## config.mk

```make
export PLATFORM = sky130hd
export DESIGN_NAME = morse_transmitter
export DESIGN_NICKNAME = d
export VERILOG_FILES = /design/src/rtl/morse_pkg.sv /design/src/rtl/morse_unit_timer.sv /design/src/rtl/morse_transmitter.sv
export SDC_FILE = /design/constraint.sdc
export NUM_CORES = 1
export LEC_CHECK = 0
export CORE_MARGIN = 10
export CORE_UTILIZATION = 30
export CTS_CLUSTER_DIAMETER = 50
export DETAILED_ROUTE_END_ITERATION = 10
export RECOVER_POWER = 100
export SYNTH_ARGS = -nofsm -noshare
export SYNTH_HDL_FRONTEND = slang
export SYNTH_SLANG_ARGS = --single-unit
export TNS_END_PERCENT = 5
```

## constraint.sdc

```tcl
create_clock -name clk -period 9.5 [get_ports clk]
set_input_delay 1.9 -clock clk [delete_from_list [all_inputs] [get_ports clk]]
set_output_delay 1.9 -clock clk [all_outputs]
set_load 0.05 [all_outputs]
```

## src/rtl/morse_pkg.sv

```systemverilog
// Shared Morse definitions used by the keyer and the receive-side decoder.
package morse_pkg;

  typedef enum logic [2:0] {
    IDLE,
    MARK,
    GAP_ELEM,
    GAP_CHAR,
    GAP_WORD
  } morse_state_t;

  localparam int DOT_UNITS      = 1;
  localparam int ELEM_GAP_UNITS = 1;
  localparam int MAX_ELEMS      = 5;
  localparam int UNIT_CNT_W     = 8;

  // char_len encoding: 0 = word space, 1..5 = element count
  localparam logic [2:0] LEN_WORD_SPACE = 3'd0;
  localparam logic [2:0] LEN_MAX        = 3'(MAX_ELEMS);

  function automatic logic [2:0] clamp_len(input logic [2:0] len);
    return (len > LEN_MAX) ? LEN_MAX : len;
  endfunction

endpackage

```

## src/rtl/morse_unit_timer.sv

```systemverilog
// Cycle prescaler and unit counter; clr restarts both so each interval is exact.
module morse_unit_timer #(
  parameter int UNIT_CLKS  = 50000000,
  parameter int UNIT_CNT_W = 8
) (
  input  logic                  clk,
  input  logic                  reset,
  input  logic                  clr,
  output logic                  unit_tick,
  output logic [UNIT_CNT_W-1:0] unit_cnt
);

  localparam int CYC_W = $clog2(UNIT_CLKS);

  logic [CYC_W-1:0]      cyc_reg;
  logic [UNIT_CNT_W-1:0] unit_reg;

  assign unit_tick = (cyc_reg == CYC_W'(UNIT_CLKS - 1));
  assign unit_cnt  = unit_reg;

  always_ff @(posedge clk or negedge reset) begin
    if (!reset) begin
      cyc_reg  <= '0;
      unit_reg <= '0;
    end else if (clr) begin
      cyc_reg  <= '0;
      unit_reg <= '0;
    end else if (unit_tick) begin
      cyc_reg  <= '0;
      unit_reg <= unit_reg + 1'b1;
    end else begin
      cyc_reg  <= cyc_reg + 1'b1;
    end
  end

endmodule

```

## src/rtl/morse_transmitter.sv

```systemverilog
// Morse keyer: accepts one character per handshake and keys it with unit timing.
// Define MORSE_SIDETONE_EN to add the tone output and its divider.
module morse_transmitter
  import morse_pkg::*;
#(
  parameter int UNIT_CLKS      = 50000000,
  parameter int DASH_UNITS     = 3,
  parameter int CHAR_GAP_UNITS = 3,
  parameter int WORD_GAP_UNITS = 7
`ifdef MORSE_SIDETONE_EN
  ,
  parameter int TONE_HALF_CLKS = 25000
`endif
) (
  input  logic       clk,
  input  logic       reset,
  input  logic       char_valid,
  output logic       char_ready,
  input  logic [2:0] char_len,
  input  logic [4:0] char_bits,
  output logic       key,
  output logic       dot,
  output logic       dash,
  output logic       interchar,
  output logic       interword,
  output logic       busy
`ifdef MORSE_SIDETONE_EN
  ,
  output logic       tone
`endif
);

  morse_state_t    state_reg;
  logic [4:0]      bits_reg;
  logic [2:0]      len_reg;
  logic [2:0]      idx_reg;
  logic            key_reg, dot_reg, dash_reg;
  logic            interchar_reg, interword_reg, busy_reg;

  logic                  unit_tick;
  logic [UNIT_CNT_W-1:0] unit_cnt;
  logic [UNIT_CNT_W-1:0] target_units;
  logic [UNIT_CNT_W-1:0] elem_units [MAX_ELEMS];
  logic                  interval_done;
  logic                  timer_clr;
  logic                  accept;
  logic                  last_elem;
  logic [2:0]            acc_len;
  logic [2:0]            next_idx;

  assign char_ready = (state_reg == IDLE) & reset;
  assign accept     = char_valid & char_ready;
  assign acc_len    = clamp_len(char_len);
  assign next_idx   = idx_reg + 3'd1;
  assign last_elem  = (idx_reg == len_reg - 3'd1);

  genvar gi;
  generate
    for (gi = 0; gi < MAX_ELEMS; gi++) begin : g_elem_units
      assign elem_units[gi] = bits_reg[gi] ? UNIT_CNT_W'(DASH_UNITS) : UNIT_CNT_W'(DOT_UNITS);
    end
  endgenerate

  always_comb begin
    target_units = UNIT_CNT_W'(DOT_UNITS);
    case (state_reg)
      MARK:     target_units = elem_units[idx_reg];
      GAP_ELEM: target_units = UNIT_CNT_W'(ELEM_GAP_UNITS);
      GAP_CHAR: target_units = UNIT_CNT_W'(CHAR_GAP_UNITS);
      GAP_WORD: target_units = UNIT_CNT_W'(WORD_GAP_UNITS - CHAR_GAP_UNITS);
      default:  target_units = UNIT_CNT_W'(DOT_UNITS);
    endcase
  end

  // Timer is held clear in IDLE and cleared on every interval end, i.e. on each state entry
  assign interval_done = (state_reg != IDLE) && unit_tick && (unit_cnt == target_units - 1'b1);
  assign timer_clr     = (state_reg == IDLE) || interval_done;

  morse_unit_timer #(
    .UNIT_CLKS  (UNIT_CLKS),
    .UNIT_CNT_W (UNIT_CNT_W)
  ) u_timer (
    .clk       (clk),
    .reset     (reset),
    .clr       (timer_clr),
    .unit_tick (unit_tick),
    .unit_cnt  (unit_cnt)
  );

  always_ff @(posedge clk or negedge reset) begin
    if (!reset) begin
      state_reg     <= IDLE;
      bits_reg      <= '0;
      len_reg       <= '0;
      idx_reg       <= '0;
      key_reg       <= 1'b0;
      dot_reg       <= 1'b0;
      dash_reg      <= 1'b0;
      interchar_reg <= 1'b0;
      interword_reg <= 1'b0;
      busy_reg      <= 1'b0;
    end else begin
      case (state_reg)
        IDLE: begin
          if (accept) begin
            bits_reg <= char_bits;
            len_reg  <= acc_len;
            idx_reg  <= '0;
            busy_reg <= 1'b1;
            if (acc_len == LEN_WORD_SPACE) begin
              state_reg     <= GAP_WORD;
              interword_reg <= 1'b1;
            end else begin
              state_reg <= MARK;
              key_reg   <= 1'b1;
              dot_reg   <= ~char_bits[0];
              dash_reg  <= char_bits[0];
            end
          end
        end
        MARK: begin
          if (interval_done) begin
            key_reg  <= 1'b0;
            dot_reg  <= 1'b0;
            dash_reg <= 1'b0;
            if (last_elem) begin
              state_reg     <= GAP_CHAR;
              interchar_reg <= 1'b1;
            end else begin
              state_reg <= GAP_ELEM;
            end
          end
        end
        GAP_ELEM: begin
          if (interval_done) begin
            state_reg <= MARK;
            idx_reg   <= next_idx;
            key_reg   <= 1'b1;
            dot_reg   <= ~bits_reg[next_idx];
            dash_reg  <= bits_reg[next_idx];
          end
        end
        GAP_CHAR: begin
          if (interval_done) begin
            state_reg     <= IDLE;
            interchar_reg <= 1'b0;
            busy_reg      <= 1'b0;
          end
        end
        GAP_WORD: begin
          if (interval_done) begin
            state_reg     <= IDLE;
            interword_reg <= 1'b0;
            busy_reg      <= 1'b0;
          end
        end
        default: begin
          state_reg     <= IDLE;
          key_reg       <= 1'b0;
          dot_reg       <= 1'b0;
          dash_reg      <= 1'b0;
          interchar_reg <= 1'b0;
          interword_reg <= 1'b0;
          busy_reg      <= 1'b0;
        end
      endcase
    end
  end

  assign key       = key_reg;
  assign dot       = dot_reg;
  assign dash      = dash_reg;
  assign interchar = interchar_reg;
  assign interword = interword_reg;
  assign busy      = busy_reg;

`ifdef MORSE_SIDETONE_EN
  localparam int TONE_W = $clog2(TONE_HALF_CLKS + 1);

  logic [TONE_W-1:0] tone_div_reg;
  logic              tone_reg;

  always_ff @(posedge clk or negedge reset) begin
    if (!reset) begin
      tone_div_reg <= '0;
      tone_reg     <= 1'b0;
    end else if (!key_reg) begin
      tone_div_reg <= '0;
      tone_reg     <= 1'b0;
    end else if (tone_div_reg == TONE_W'(TONE_HALF_CLKS - 1)) begin
      tone_div_reg <= '0;
      tone_reg     <= ~tone_reg;
    end else begin
      tone_div_reg <= tone_div_reg + 1'b1;
    end
  end

  // Gate with key so the tone is silent from the very first gap cycle
  assign tone = tone_reg & key_reg;
`endif

endmodule

```

==> impl_metrics.py <==
metrics = {
    "route": {
        "vias": 2373,
        "drc": 0,
        "drt_iter0_drc": 152,
        "firstDrtPassIters": 4,
        "ant_nets": 0,
        "via_per_inst": 4.94,
        "wire_per_inst_um": 13.4,
        "routed_wl_mm": 6.41,
    },
    "sta": {
        "setup-tns-final_ns": 0,
        "setup_viol": 0,
        "period_share_pct": 58.6,
        "worstMarginPinSlew_ns": 0.816,
        "rsz0062_at_grt": "false",
        "timing.final.hold_violations": 0,
        "finalCriticalPeriod_ns": 5.57,
        "final_max_slew_viol_count": 0,
        "fin_skew_ns": 0.0100,
        "fmax_mhz": 180,
        "fin_ws_ns": 3.93,
        "slew_headroom_pct": 45.5,
    },
    "placement": {
        "dpl_cell_area_um2": 3370,
        "placed_cells": 473,
        "io_buffers": 17,
        "dpl_worst_slack_ns": 3.91,
        "gp_congestion": 0.803,
        "dp_hpwl_mm": 4.56,
    },
    "pwr": {
        "max-vdd-ir-drop_v": 0.0000629,
        "pwr_density_cell_nw_per_um2": 106,
        "cellLeakagePower_nw": 1.52,
    },
    "cts": {
        "clk_pin_slew_ns": 0.10,
        "cts_setup_buffers": 0,
        "cts_root_buf": "clkbuf_8",
        "cts.sinks": 54,
        "cts_hold_buf": 0,
        "cts_buffer_depth": 2,
        "clock_latency_ns": 0.30,
        "cts_resized": 0,
        "tritoncts": "built",
        "numCtsBuffers": 5,
        "h-tree-depth": 2,
    },
    "logic_synthesis": {
        "yosys.area_share.simple_pct": 28.2,
        "synth.most_common_cell": "dfrtp_1",
        "synth_xor_area_share_pct": 9.03,
        "synth_top_family_by_area": "simple AND/OR/NAND/NOR gates",
        "synth_compound_area_share_pct": 9.67,
        "syn_inst": 329,
        "async_reset_ff_share_pct": 100,
        "synth_seq_cells": 54,
        "yosys.cell_types.count": 56,
        "netlist_top_cells_count": "54 x dfrtp_1, 41 x nand2_1, 37 x nor2_1",
        "ys_seq_area_share_pct": 43.5,
        "synthAdderAreaFrac_pct": 2.82,
        "synth_ff_type": "dfrtp_1",
        "synth_top_cell_area_share_pct": 43.5,
        "postSynthAreaPerCell_um2": 9.44,
        "synth_area_um2": 3100,
        "synth_warnings": 0,
        "muxShareOfSynthArea_pct": 3.06,
        "synth_top_cell_by_area": "dfrtp_1",
        "syn_nets": 347,
        "synth-edff-count": 0,
        "synth_area_leaders": "dfrtp_1 44%, xor2_1 5.6%, nand2_1 5.0%",
    },
    "worst_setup_path": {
        "worstSetupPathType": "input port to primary output",
        "worst_setup_path_end_kind": "primary output",
        "arrival_ns": 3.67,
        "reg2reg_from": "idx_reg[0]",
        "startpoint": "reset",
        "required_ns": 7.60,
        "crit_path_max_fanout": 56,
        "start_kind": "input port",
    },
    "floorplan": {
        "chipHeight_um": 122,
        "row_count": 37,
        "die_x_um": 122,
        "core_um2": 10200,
        "ioPinCount": 18,
        "initial_core_util_pct": 30.5,
        "die_area_um2": 14800,
    },
    "finish": {
        "nFillCells": 1076,
        "diodes": 0,
        "multi_input_area_um2": 1610,
        "regArea_um2": 1350,
        "syn_to_final_growth_pct": 10.1,
        "largest_reg_flops": 26,
        "utilization_pct": 33.6,
        "final_cells": 480,
        "drive_gt1_share_pct": 5.81,
        "stdcell_area_um2": 3420,
        "fin_nets": 362,
    },
    "run_status": {
        "outcome": "finished clean",
    },
    "flow_run": {
        "drv_cap": 0,
    },
    "min_path": {
        "min_path_type": "flip-flop to flip-flop",
        "hold_start": "len_reg[2]",
    },
    "global_routing": {
        "antenna_found_initial": 0,
        "grt_max_degree": 57,
        "grt_use_total_pct": 8.80,
        "grt_pass1_wl_mm": 11.0,
        "grt_overflow": 0,
        "grt_pass1_vias": 2304,
    },
}
==> worst paths after layout <==
path / end / slack, ns / depth (start not counted)
worst max-delay path: char_ready / 3.93 / 4
worst max register to register: state_reg[0] / 5.75 / 11
max in group asynchronous: dot / 7.32 / 2
worst min-delay path: len_reg[2] / 0.51 / 2
min in group asynchronous: u_timer.cyc_reg[22] / 1.72 / 2
worst min register to register: len_reg[2] / 0.51 / 2
==> final cells by class <==
| class | count | area share [%] |
|---|---|---|
| Multi-Input combinational cell | 256 | 47.0 |
| Clock inverter | 2 | 0.293 |
| Clock buffer | 5 | 2.01 |
| Timing Repair Buffer | 19 | 5.27 |
| Inverter | 8 | 0.879 |
| Tap cell | 136 | 4.98 |
| Sequential cell | 54 | 39.5 |
==> cells in the final DEF (no fill, tap or decap), types with 8 or more instances in the layout <==
cell	netlist	routed
clkdlybuf4s50_1	0	9
inv_1	8	8
o21ai_0	12	12
dfrtp_1	54	54
or3_1	10	10
nand3_1	15	16
nand4_1	15	16
xor2_1	20	20
nand2_1	41	42
nor2_1	37	37
a21oi_1	17	17
xnor2_1	12	12
==> stage by stage <==
stage / hold slack (ns) / power (mW)
after CTS: 0.509 / 0.368
after global routing: 0.538 / 0.379
after global placement: 0.482 / 0.244
final: 0.509 / 0.363
after detailed placement: 0.485 / 0.245
after floorplan: 0.455 / 0.235
==> cell families after synthesis <==
group	Yosys count
adders and majority gates	7
buffers and inverters	19
xor gates and xnor gates	32
muxes	8
and+or+nand+nor	163
DFF	54
AOI/OAI and AO/OA	46
==> where the power goes <==
group / leakage (nW) / switching (mW) / internal (mW)
Sequential: 0.709 / 0 / 0.230
Combinational: 0.769 / 0.00591 / 0.00400
Clock: 0.0438 / 0.0740 / 0.0498
==> critical path, cell delays in order <==
cell           delay (ns)
buf_2                0.07
buf_4                0.54
and2_0               0.23
dlygate4sd3_1        0.88
==> routing by layer <==
layer / track usage [%] / vias to the layer above / wire (um)
met5: 0 / - / 0
met4: 1.71 / 0 / 42
met3: 1.85 / 4 / 148
met2: 13.9 / 28 / 2950
met1: 12.2 / 1148 / 3270
li1: - / 1193 / -
Power figures use the tool's default switching activity.
